<file path="src/rtl/tracker_pkg.sv">
// Shared direction codes, FSM state type and end-stop check for the tracker direction controller.
package tracker_pkg;

  localparam logic [1:0] DIR_STOP = 2'b00;
  localparam logic [1:0] DIR_CW   = 2'b01;
  localparam logic [1:0] DIR_CCW  = 2'b10;

  typedef enum logic [1:0] {
    ACQ    = 2'd0,
    DECIDE = 2'd1,
    MOVE   = 2'd2,
    SETTLE = 2'd3
  } trkState_e;

  // CW is allowed only below the upper end-stop, CCW only above the lower one.
  function automatic logic limitOk(input logic [1:0]  dir,
                                   input logic [31:0] pulseWidth,
                                   input logic [31:0] minPw,
                                   input logic [31:0] maxPw);
    logic ok;
    ok = 1'b1;
    if (dir == DIR_CW) begin
      ok = (pulseWidth < maxPw);
    end else if (dir == DIR_CCW) begin
      ok = (pulseWidth > minPw);
    end
    return ok;
  endfunction

endpackage

</file>
<file path="src/rtl/pair_averager.sv">
// Accumulates 2^AVG_LOG2 sample pairs; done_o strobes combinationally on the completing sample.
module pair_averager
  import tracker_pkg::*;
#(
  parameter int ADC_W    = 12,
  parameter int AVG_LOG2 = 3
) (
  input  logic             clk_i,
  input  logic             rst_n_i,
  input  logic             clear_i,
  input  logic             valid_i,
  input  logic [ADC_W-1:0] a_i,
  input  logic [ADC_W-1:0] b_i,
  output logic [ADC_W-1:0] avgA_o,
  output logic [ADC_W-1:0] avgB_o,
  output logic             done_o
);

  localparam int          SUM_W     = ADC_W + AVG_LOG2;
  localparam logic [31:0] LAST_PAIR = 32'((1 << AVG_LOG2) - 1);

  logic [SUM_W-1:0] sumA_q, sumA_d;
  logic [SUM_W-1:0] sumB_q, sumB_d;
  logic [31:0]      pairCnt_q, pairCnt_d;

  // Clear wins over a coincident sample so no partial sum survives a decision.
  always_comb begin
    sumA_d    = sumA_q;
    sumB_d    = sumB_q;
    pairCnt_d = pairCnt_q;
    if (clear_i) begin
      sumA_d    = '0;
      sumB_d    = '0;
      pairCnt_d = '0;
    end else if (valid_i) begin
      sumA_d    = sumA_q + {{AVG_LOG2{1'b0}}, a_i};
      sumB_d    = sumB_q + {{AVG_LOG2{1'b0}}, b_i};
      pairCnt_d = pairCnt_q + 32'd1;
    end
  end

  always_ff @(posedge clk_i or negedge rst_n_i) begin
    if (!rst_n_i) begin
      sumA_q    <= '0;
      sumB_q    <= '0;
      pairCnt_q <= '0;
    end else begin
      sumA_q    <= sumA_d;
      sumB_q    <= sumB_d;
      pairCnt_q <= pairCnt_d;
    end
  end

  assign done_o = valid_i && !clear_i && (pairCnt_q == LAST_PAIR);
  assign avgA_o = sumA_q[SUM_W-1:AVG_LOG2];
  assign avgB_o = sumB_q[SUM_W-1:AVG_LOG2];

endmodule

</file>
<file path="src/rtl/tracker_dir_ctrl.sv">
// Light-sensor tracker: averages ADC pairs, decides with hysteresis, drives timed DIR bursts.
// Optional manual jog path enabled by defining TRK_MANUAL_OVERRIDE_EN.
module tracker_dir_ctrl
  import tracker_pkg::*;
#(
  parameter int ADC_W      = 12,
  parameter int AVG_LOG2   = 3,
  parameter int HYST       = 64,
  parameter int MOVE_CYC   = 200000,
  parameter int SETTLE_CYC = 100000,
  parameter int MIN_PW     = 500,
  parameter int MAX_PW     = 2500
) (
  input  logic             clk_i,
  input  logic             rst_n_i,
  input  logic [ADC_W-1:0] adc_a_i,
  input  logic [ADC_W-1:0] adc_b_i,
  input  logic             adc_valid_i,
  input  logic [31:0]      pulse_width_i,
`ifdef TRK_MANUAL_OVERRIDE_EN
  input  logic             man_mode_i,
  input  logic             man_cw_i,
  input  logic             man_ccw_i,
`endif
  output logic [1:0]       dir_o,
  output logic             en_o,
  output logic [1:0]       state_o
);

  localparam logic [31:0] MOVE_LAST   = 32'(MOVE_CYC - 1);
  localparam logic [31:0] SETTLE_LAST = 32'(SETTLE_CYC - 1);
  localparam logic [31:0] MIN_PW_L    = 32'(MIN_PW);
  localparam logic [31:0] MAX_PW_L    = 32'(MAX_PW);

  trkState_e         state_q, state_d;
  logic [1:0]        dir_q, dir_d;
  logic              en_q, en_d;
  logic [31:0]       timer_q, timer_d;

  logic              avgValid, avgClear, avgDone;
  logic [ADC_W-1:0]  avgA, avgB;
  logic signed [ADC_W:0] diff;
  logic [1:0]        reqDir;
  logic              manMode;
  logic [1:0]        manDir;

`ifdef TRK_MANUAL_OVERRIDE_EN
  assign manMode = man_mode_i;
  always_comb begin
    manDir = DIR_STOP;
    if (man_cw_i && !man_ccw_i) begin
      manDir = DIR_CW;
    end else if (man_ccw_i && !man_cw_i) begin
      manDir = DIR_CCW;
    end
  end
`else
  assign manMode = 1'b0;
  assign manDir  = DIR_STOP;
`endif

  assign avgValid = adc_valid_i && (state_q == ACQ) && !manMode;
  assign avgClear = (state_q == DECIDE) || manMode;

  pair_averager #(
    .ADC_W    (ADC_W),
    .AVG_LOG2 (AVG_LOG2)
  ) u_avg (
    .clk_i   (clk_i),
    .rst_n_i (rst_n_i),
    .clear_i (avgClear),
    .valid_i (avgValid),
    .a_i     (adc_a_i),
    .b_i     (adc_b_i),
    .avgA_o  (avgA),
    .avgB_o  (avgB),
    .done_o  (avgDone)
  );

  // Dead band is inclusive: a difference of exactly +/-HYST does not move.
  assign diff = $signed({1'b0, avgA}) - $signed({1'b0, avgB});

  always_comb begin
    reqDir = DIR_STOP;
    if (int'(diff) > HYST) begin
      reqDir = DIR_CW;
    end else if (int'(diff) < -HYST) begin
      reqDir = DIR_CCW;
    end
  end

  // EN only ever rises; the PWM block reloads its widths on an EN fall.
  always_comb begin
    state_d = state_q;
    dir_d   = dir_q;
    en_d    = en_q;
    timer_d = timer_q;
    if (manMode) begin
      state_d = ACQ;
      en_d    = 1'b1;
      timer_d = '0;
      dir_d   = limitOk(manDir, pulse_width_i, MIN_PW_L, MAX_PW_L) ? manDir : DIR_STOP;
    end else begin
      case (state_q)
        ACQ: begin
          dir_d = DIR_STOP;
          if (avgDone) begin
            state_d = DECIDE;
          end
        end
        DECIDE: begin
          en_d    = 1'b1;
          timer_d = '0;
          if ((reqDir != DIR_STOP) && limitOk(reqDir, pulse_width_i, MIN_PW_L, MAX_PW_L)) begin
            state_d = MOVE;
            dir_d   = reqDir;
          end else begin
            state_d = ACQ;
            dir_d   = DIR_STOP;
          end
        end
        MOVE: begin
          if (!limitOk(dir_q, pulse_width_i, MIN_PW_L, MAX_PW_L) || (timer_q == MOVE_LAST)) begin
            state_d = SETTLE;
            dir_d   = DIR_STOP;
            timer_d = '0;
          end else begin
            timer_d = timer_q + 32'd1;
          end
        end
        SETTLE: begin
          dir_d = DIR_STOP;
          if (timer_q == SETTLE_LAST) begin
            state_d = ACQ;
            timer_d = '0;
          end else begin
            timer_d = timer_q + 32'd1;
          end
        end
        default: begin
          state_d = ACQ;
          dir_d   = DIR_STOP;
          timer_d = '0;
        end
      endcase
    end
  end

  always_ff @(posedge clk_i or negedge rst_n_i) begin
    if (!rst_n_i) begin
      state_q <= ACQ;
      dir_q   <= DIR_STOP;
      en_q    <= 1'b0;
      timer_q <= '0;
    end else begin
      state_q <= state_d;
      dir_q   <= dir_d;
      en_q    <= en_d;
      timer_q <= timer_d;
    end
  end

  assign dir_o   = dir_q;
  assign en_o    = en_q;
  assign state_o = state_q;

endmodule

</file>
<file path="config.mk">
export PLATFORM = sky130hd
export DESIGN_NAME = tracker_dir_ctrl
export DESIGN_NICKNAME = d
export VERILOG_FILES = /design/src/rtl/tracker_pkg.sv /design/src/rtl/pair_averager.sv /design/src/rtl/tracker_dir_ctrl.sv
export SDC_FILE = /design/constraint.sdc
export NUM_CORES = 1
export LEC_CHECK = 0
export CORE_MARGIN = 2
export CORE_UTILIZATION = 25
export DETAILED_ROUTE_END_ITERATION = 7
export PLACE_DENSITY = 0.46
export SETUP_SLACK_MARGIN = 0.05
export SLEW_MARGIN = 20
export SYNTH_ARGS = -nofsm -noshare
export SYNTH_HDL_FRONTEND = slang
export SYNTH_SLANG_ARGS = --single-unit
</file>
<file path="constraint.sdc">
create_clock -name clk_i -period 6.62 [get_ports clk_i]
set_input_delay 1.986 -clock clk_i [delete_from_list [all_inputs] [get_ports clk_i]]
set_output_delay 1.986 -clock clk_i [all_outputs]
set_load 0.02 [all_outputs]
</file>
==> parameters.txt, run 1 <==
Parameter                              Value

Routing
  Average wire length per cell after detail routing    14.2 microns
  Antenna Violating Nets Remaining    0
  Total DRC errors in the routed layout    0
  Routed vias    5732
  Number of optimization iterations in the first detailed-route pass    4
  Post-detailed-route via-to-cell ratio    4.95
  Number of violations reported at the end of detailed-routing iteration 0    277
  DRT Wirelength    16400 microns

Clock tree
  Post-CTS resize count    0
  Total setup buffers inserted after CTS    0
  Buffer depth of the longest clock path    2
  Number of buffers inserted by hold repair at cts    0
  Clock tree from TritonCTS    done
  CTS clk-pin slew, worst paths    0.07 ns
  Number of clock sinks    99
  Number of buffers created by CTS    9
  Root Buffer Master    clkbuf_16
  H-tree level count    3
  Clock insertion delay at the later pin of the skew report    0.36 ns

Place
  PortBufs    63
  Global placement routability congestion    0.749
  Post-DP HPWL    11800 microns

Worst setup path
  Max stage delay on crit path    0.51 ns
  Max stage delay cell, worst path    buf_4
  Critical path startpoint category    input pin
  Flop2flop setup slack    3.60 ns
  End of the worst register-to-register path    u_avg.pairCnt_q[27]
  Crit Reg-Reg Startpoint    state_o[0]
  CP endpoint kind    register
  Data required time of the critical path    6.84 ns
  Cell Chain, Critical Path    clkdlybuf4s50_1 > nor4_1 > nand3_1 > nor4bb_1 > a311oi_2 > a21boi_4 > buf_4 > nor2b_1 > o21ai_0 > o31ai_2
  Critical Setup Path Class    in -> reg
  Critical path peak fanout    55
  Critical path buffers and inverters    2
  Data arrival time of the critical path    4.69 ns
  Worst Reg-to-Reg Cells    10
  Top cell family by delay on the critical path    simple AND/OR/NAND/NOR gates

Logic synthesis
  Nets in the synthesized netlist    862
  Share of synthesized registers carrying an async set or reset    100%
  Flip-flop cell with the highest count after synthesis    dfrtp_1
  Main area contributors after synthesis    dfrtp_1, ha_1, nand2_1, nand3_1, o21ai_0
  Library cell with the largest summed area after synthesis    dfrtp_1
  Post-synthesis cell type count    61
  Part of the Yosys area used for sequential elements    37.5%
  Per-instance average area after synthesis    8.66 sq um
  Post-synth EDFFs    0
  Ys Warns    0
  FF+latch count, synth    99
  Portion of synthesized cell area occupied by the leading cell type    37.5%
  Cell area after technology mapping    6600 sq um
  Gate Count Post-Synth    762

Die
  Initial Utilization    25.4%
  Cell row count    59
  Floorplan die height    167 microns
  Boundary pin count    64
  Die Width    167 microns
  Die footprint    27700 sq um
  Placeable core region    26000 sq um

Timing
  Final period util    67.5%
  Peak Freq    0.224 GHz
  Aggregate negative setup slack    0 ns
  Actual transition at the worst max-transition pin    0.923 ns
  Final setup violating endpoints    0
  Final hold vios    0
  Setup repair after global routing missed its margin    false
  Final-report max-slew violation count    0
  Shortest period the worst path allows    4.47 ns
  Largest clock skew in the final design    0.00745 ns
  Worst slew margin relative to its limit    38.5%
  Hold Worst Slack    0.481 ns

Power
  Gate power share    48.1%
  Share of power burned in the clock network    22.9%
  P_sw    1.11 mW
  Switching Fraction    40.9%
  Sequential fraction of design power    29.1%
  IR Drop Worst-Case VDD    0.000199 V
  Static Leakage    3.30 nW
  Pint    1.61 mW
  Power density cells    343 nW/um^2

Min path
  Instance count along the most critical hold path    1
  Worst min-delay path startpoint    u_avg.pairCnt_q[31]
  Hold Path Class    reg -> reg
  Endpoint of the worst hold path    u_avg.pairCnt_q[31]

Finish
  Signed area change from the synthesized netlist to the final layout    20.0%
  Highest-count cells in the layout ignoring fill and taps    dfrtp_1, nand2_1, nand3_1, clkdlybuf4s50_1, nor2_1
  Area of the multi-input gates    3910 sq um
  Fraction of final layout cells sized beyond drive strength 1    5.72%
  Number of antenna repair diodes    0
  Reg area    2480 sq um
  Layout fillers    2758
  Final nets    917
  Most common cell after layout, fill and taps aside    dfrtp_1

Global route
  GR Overflow Total    0
  Global router's overall resource usage    12.2%
  Via count of the first global-routing pass    5535
  Antenna violations before repair    0
  Pin count of the biggest net entering global routing    68
  Global-route wire length before repair    27900 microns

Status
  Status    completed

Job
  Number of maximum-capacitance constraint violations    0
[cell families after synthesis]
family | after synthesis | synth area share (%)
buffers and inverters | 51 | 3.30
flip-flops | 99 | 37.5
XOR/XNOR | 40 | 5.31
AO/OA/AOI/OAI | 198 | 19.8
multiplexers | 7 | 1.08
AND/OR/NAND/NOR | 326 | 24.8
adder cells (fa/ha/maj) | 41 | 8.11
[layer usage]
| layer | global-route usage (%) | wire, microns | vias to the layer above |
|---|---|---|---|
| li1 | - | - | 2919 |
| met1 | 16.3 | 8200 | 2733 |
| met2 | 20.3 | 7700 | 72 |
| met3 | 1.73 | 340 | 8 |
| met4 | 3.75 | 149 | 0 |
| met5 | 0 | 0 | - |
[per-stage QoR]
stage	util, %	cells	setup WS, ns	cell area, sq um	power (mW)
floorplan	-	762	2.67	6600	1.80
global placement	29.2	1141	1.79	7580	2.12
global route	30.5	1157	1.91	7930	2.96
detailed placement	29.2	1141	1.76	7580	2.12
CTS	30.5	1157	2.13	7930	2.76
finish	30.5	1157	2.15	7930	2.72
[how the worst max path moves through the flow]
| stage | start | to | slack [ns] | cells past startpoint |
|---|---|---|---|---|
| after CTS | pulse_width_i[24] | timer_q[13] | 2.13 | 10 |
| after global routing | pulse_width_i[24] | timer_q[25] | 1.91 | 10 |
| after global placement | pulse_width_i[17] | timer_q[25] | 1.79 | 10 |
| after detailed placement | pulse_width_i[24] | timer_q[25] | 1.76 | 10 |
| final | pulse_width_i[24] | timer_q[25] | 2.15 | 10 |
| after floorplan | adc_a_i[0] | u_avg.sumA_q[10] | 2.67 | 10 |
[cell usage after synthesis, types with 15 or more instances]
| master | n |
|---|---|
| a21oi_1 | 26 |
| nor2_1 | 58 |
| inv_1 | 25 |
| nand4_1 | 15 |
| clkbuf_1 | 20 |
| xnor2_1 | 17 |
| nand3_1 | 63 |
| xor2_1 | 23 |
| dfrtp_1 | 99 |
| o21ai_0 | 51 |
| nor4_1 | 23 |
| nand2_1 | 87 |
| ha_1 | 38 |
| o21ai_1 | 39 |
[state kept, by name, indices dropped and copies added, names as in the netlist, named ones only]
| register | cells |
|---|---|
| u_avg.pairCnt_q | 32 |
| u_avg.sumA_q | 15 |
| dir_o | 2 |
| u_avg.sumB_q | 15 |
| timer_q | 32 |
| en_o | 1 |
| state_o | 1 |
[power by group through the flow]
| stage | registers, mW | clock network (mW) | logic (mW) |
|---|---|---|---|
| 2_1_floorplan | 0.779 | 0 | 1.02 |
| 3_3_place_gp | 0.802 | 0 | 1.32 |
| 3_5_place_dp | 0.803 | 0 | 1.32 |
| 4_1_cts | 0.792 | 0.642 | 1.33 |
| 5_1_grt | 0.809 | 0.663 | 1.48 |
| 6_report | 0.790 | 0.622 | 1.31 |
[layout make-up]
class	instances	share of cell area, %
Timing Repair Buffer	70	8.59
Tap cell	335	5.29
Inverter	25	1.18
Clock inverter	4	1.23
Clock buffer	12	3.11
Sequential cell	99	31.3
Multi-Input combinational cell	612	49.3
(Power assumes the default switching activity.)
==> inputs of run 2 (changes only) <==
==> constraint.sdc (replaced) <==
create_clock -name clk_i -period 4.7 [get_ports clk_i]
set_input_delay 1.41 -clock clk_i [delete_from_list [all_inputs] [get_ports clk_i]]
set_output_delay 1.41 -clock clk_i [all_outputs]
set_load 0.02 [all_outputs]
==> parameters.txt, run 2 (synthesized netlist as in run 1, its figures left out) <==
Parameter                              Value

Timing
  Final setup violating endpoints    0
  Actual transition at the worst max-transition pin    0.692 ns
  Final period util    80.9%
  Final hold vios    0
  Setup repair after global routing missed its margin    false
  PnR worst setup slack    0.898 ns
  Aggregate negative setup slack    0 ns
  Shortest period the worst path allows    3.80 ns
  Worst slew margin relative to its limit    52.7%
  Peak Freq    0.263 GHz
  Final-report max-slew violation count    0
  Largest clock skew in the final design    0.00924 ns

Power
  Static Leakage    3.30 nW
  Total chip power    3.77 mW
  Power density cells    476 nW/um^2
  Switching Fraction    41.9%
  P_sw    1.58 mW
  Share of power burned in the clock network    20.3%
  Pint    2.19 mW
  IR Drop Worst-Case VDD    0.000176 V
  Sequential fraction of design power    29.6%
  Gate power share    50.1%

Worst setup path
  CP endpoint kind    register
  Critical path startpoint category    input pin
  Critical path peak fanout    3
  Flop2flop setup slack    1.72 ns
  Critical Setup Path Class    in -> reg
  Data arrival time of the critical path    4.04 ns
  Worst Reg-to-Reg Cells    11
  Crit Reg-Reg Startpoint    u_avg.sumA_q[3]
  Data required time of the critical path    4.93 ns

Die
  Cell row count    59
  Floorplan die height    167 microns
  Boundary pin count    64
  Placeable core region    26000 sq um
  Die Width    167 microns
  Die footprint    27700 sq um
  Initial Utilization    25.4%

Finish
  Number of antenna repair diodes    0
  Fraction of final layout cells sized beyond drive strength 1    5.95%
  Layout fillers    2824
  Signed area change from the synthesized netlist to the final layout    20.0%
  Final nets    920
  Most common cell after layout, fill and taps aside    dfrtp_1
  Highest-count cells in the layout ignoring fill and taps    dfrtp_1, nand2_1, nand3_1, clkdlybuf4s50_1, nor2_1
  Post-layout utilization of the core    30.5%
  Biggest regs    timer_q (32), u_avg.pairCnt_q (32)

Clock tree
  Number of clock sinks    99
  CTS clk-pin slew, worst paths    0.06 ns
  Root Buffer Master    clkbuf_16
  H-tree level count    3
  Post-CTS resize count    0
  Buffer depth of the longest clock path    2
  Clock tree from TritonCTS    done
  Total setup buffers inserted after CTS    0
  Number of buffers inserted by hold repair at cts    0
  Number of buffers created by CTS    9
  Clock insertion delay at the later pin of the skew report    0.35 ns

Min path
  Endpoint of the worst hold path    timer_q[31]
  Instance count along the most critical hold path    1
  Worst min-delay path startpoint    timer_q[31]
  Hold Path Class    reg -> reg

Place
  Global placement routability congestion    0.737
  Post-placement setup slack    0.514 ns
  Post-DP HPWL    12100 microns
  PortBufs    63

Job
  Number of maximum-capacitance constraint violations    0

Routing
  Average wire length per cell after detail routing    14.6 microns
  Post-detailed-route via-to-cell ratio    4.88
  Routed vias    5653
  Number of optimization iterations in the first detailed-route pass    4
  DRT Wirelength    17000 microns
  Number of violations reported at the end of detailed-routing iteration 0    246
  Total DRC errors in the routed layout    0
  Antenna Violating Nets Remaining    0

Global route
  Global router's overall resource usage    12.5%
  Pin count of the biggest net entering global routing    51
  Via count of the first global-routing pass    5634
  Global-route wire length before repair    28600 microns
  GR Overflow Total    0
  Antenna violations before repair    0

Status
  Status    completed
-- run 2: worst max-delay path by stage --
stage,from,endpoint,slack (ns),cells past startpoint
finish,adc_b_i[1],u_avg.sumB_q[9],0.90,10
global route,adc_b_i[1],u_avg.sumB_q[11],0.69,10
CTS,adc_b_i[1],u_avg.sumB_q[9],0.88,10
detailed placement,adc_b_i[1],u_avg.sumB_q[9],0.51,10
global placement,adc_b_i[1],u_avg.sumB_q[9],0.51,10
floorplan,adc_a_i[0],u_avg.sumA_q[10],1.33,10
-- run 2: layout make-up --
type	instances	area (sq um)	share of cell area [%]
multi-input combinational	612	3910	49.3
sequential	99	2480	31.3
timing repair buffer	73	728	9.19
tap	335	419	5.29
clock buffer	13	260	3.28
inverter	25	93.8	1.18
clock inverter	2	35.0	0.442
-- run 2: per-layer routing --
metal / GRT usage, % / wire, microns / part of all wire, %
met2: 20.4 / 7690 / 45
met3: 1.47 / 396 / 2.3
met4: 3.97 / 245 / 1.4
met1: 17.4 / 8620 / 51
met5: 0 / 0 / 0
-- run 2: power by group through the flow --
stage / Clock (mW) / Sequential, mW / Combinational [mW]
floorplan: 0 / 1.10 / 1.44
global placement: 0 / 1.13 / 1.89
detailed placement: 0 / 1.14 / 1.90
CTS: 0.800 / 1.12 / 1.91
global route: 0.824 / 1.14 / 2.14
finish: 0.766 / 1.12 / 1.89
-- run 2: per-stage QoR --
step	instance area (sq um)	hold slack, ns	cells
global route	7920	0.491	1159
finish	7920	0.471	1159
floorplan	6600	0.442	762
CTS	7920	0.474	1159
detailed placement	7630	0.457	1144
global placement	7630	0.450	1144
-- run 2: critical path, cell delays in order --
cell and delay, ns:
clkdlybuf4s50_1 0.45, ha_1 0.30, a21o_1 0.17, a21o_1 0.20, a2111oi_0 0.67, o31ai_1 0.22, or2_1 0.25, nor2_1 0.08
nor2_1 0.05, a32o_1 0.22
==> inputs of run 3 (changes only) <==
--- a/config.mk
+++ b/config.mk
@@ -8,7 +8,7 @@
 export CORE_MARGIN = 2
 export CORE_UTILIZATION = 25
 export DETAILED_ROUTE_END_ITERATION = 7
-export PLACE_DENSITY = 0.46
+export PLACE_DENSITY = 0.48
 export SETUP_SLACK_MARGIN = 0.05
 export SLEW_MARGIN = 20
 export SYNTH_ARGS = -nofsm -noshare
==> constraint.sdc (replaced) <==
create_clock -name clk_i -period 3.09 [get_ports clk_i]
set_input_delay 0.927 -clock clk_i [delete_from_list [all_inputs] [get_ports clk_i]]
set_output_delay 0.927 -clock clk_i [all_outputs]
set_load 0.02 [all_outputs]
==> parameters.txt, run 3 (synthesized netlist as in run 1, its figures left out) <==
Parameter                              Value

Routing
  Routed vias    5933
  Average wire length per cell after detail routing    14.4 microns
  Number of violations reported at the end of detailed-routing iteration 0    297
  Number of optimization iterations in the first detailed-route pass    5
  Antenna Violating Nets Remaining    0
  Post-detailed-route via-to-cell ratio    4.90
  Total DRC errors in the routed layout    0
  DRT Wirelength    17400 microns

Timing
  Largest clock skew in the final design    0.0101 ns
  Setup repair after global routing missed its margin    true
  Final period util    95.7%
  Hold Worst Slack    0.473 ns
  Shortest period the worst path allows    2.96 ns
  Final setup violating endpoints    0
  Peak Freq    0.338 GHz
  Worst slew margin relative to its limit    53.7%
  Final hold vios    0
  Actual transition at the worst max-transition pin    0.694 ns
  Final-report max-slew violation count    0
  PnR worst setup slack    0.133 ns

Clock tree
  Clock tree from TritonCTS    done
  Clock insertion delay at the later pin of the skew report    0.35 ns
  Number of buffers created by CTS    9
  Number of clock sinks    99
  Root Buffer Master    clkbuf_16
  H-tree level count    3
  CTS clk-pin slew, worst paths    0.07 ns
  Number of buffers inserted by hold repair at cts    0
  Buffer depth of the longest clock path    2

Place
  Global placement routability congestion    0.794
  Post-placement setup slack    -0.495 ns
  Placed inst area    7920 sq um
  Placed insts    1181
  Post-DP HPWL    12200 microns
  PortBufs    63

Die
  Placeable core region    26000 sq um
  Floorplan die height    167 microns
  Boundary pin count    64
  Initial Utilization    25.4%
  Die Width    167 microns
  Cell row count    59
  Die footprint    27700 sq um

Power
  Static Leakage    3.72 nW
  Power density cells    754 nW/um^2
  IR Drop Worst-Case VDD    0.000265 V

Min path
  Hold Path Class    reg -> reg

Finish
  Fraction of final layout cells sized beyond drive strength 1    13.9%
  Number of antenna repair diodes    0
  Most common cell after layout, fill and taps aside    dfrtp_1
  Biggest regs    timer_q (32), u_avg.pairCnt_q (32)
  Post-layout utilization of the core    33.1%
  Layout fillers    2724
  Final cell area excluding filler cells    8600 sq um
  Final nets    972
  Highest-count cells in the layout ignoring fill and taps    dfrtp_1, nand2_1, nand3_1, nor2_1, buf_4
  Number of cells in the finished layout apart from fillers    1211
  Signed area change from the synthesized netlist to the final layout    30.2%

Global route
  Global-route wire length before repair    28300 microns
  GR Overflow Total    0
  Antenna violations before repair    0
  Pin count of the biggest net entering global routing    52
  Via count of the first global-routing pass    5667
  Global router's overall resource usage    12.3%

Worst setup path
  Critical path startpoint category    input pin
  Data arrival time of the critical path    3.18 ns
  CP endpoint kind    register
  Data required time of the critical path    3.31 ns
  Critical Setup Path Class    in -> reg
  Critical path peak fanout    3

Status
  Status    completed

Job
  Number of maximum-capacitance constraint violations    0
==> run 3: report_power, final <==
part / switching (mW) / total, mW / internal (mW)
Combinational: 1.92 / 3.57 / 1.65
Clock: 0.497 / 1.21 / 0.714
Sequential: 0.216 / 1.70 / 1.49
==> run 3: per-layer routing <==
metal	up-vias	global-route usage (%)	wire, microns	share of wire (%)
met5	-	0	0	0
met4	0	3.94	234	1.3
met3	13	1.40	476	2.7
met2	99	20.5	8150	47
met1	2809	16.8	8520	49
li1	3012	-	-	-
==> run 3: per-stage QoR <==
step / setup TNS, ns / power [mW]
6_report: 0 / 6.48
5_1_grt: 0 / 7.03
4_1_cts: 0 / 6.07
3_5_place_dp: -9.67 / 4.79
3_3_place_gp: -9.13 / 4.76
2_1_floorplan: 0 / 3.86
==> run 3: cell type report <==
type,instances,area [sq um],share of cell area (%)
inverters,25,93.8,1.09
multi-input cells,612,4060,47.3
well taps,335,419,4.88
repair buffers,125,1230,14.3
clock buffers,14,284,3.30
flip-flops and latches,99,2480,28.8
clock inverters,1,30.0,0.349
==> run 3: worst paths after layout <==
path,from,endpoint,slack [ns],cells past startpoint
max,adc_a_i[0],u_avg.sumA_q[10],0.13,11
max in group asynchronous,rst_n_i,timer_q[11],1.75,2
min,en_o,en_o,0.47,1
min reg2reg,en_o,en_o,0.47,1
max reg2reg,u_avg.sumA_q[3],register,0.23,11
min in group asynchronous,rst_n_i,u_avg.sumB_q[2],0.62,1
==> run 3: repair_timing <==
item | in CTS | in global routing
pin swaps | 4 | 28
setup buffers | 0 | 12
resized for setup | 8 | 39
cloned | 0 | 4
setup endpoints to repair | 8 | 35
==> run 3: critical path, cell delays in order <==
cell	delay (ns)
clkdlybuf4s50_1	0.41
ha_1	0.23
fa_1	0.39
a21o_1	0.18
a21oi_2	0.16
o211ai_1	0.13
a31oi_1	0.26
o21ai_2	0.13
a21oi_2	0.15
xor2_1	0.16
o21ai_0	0.08
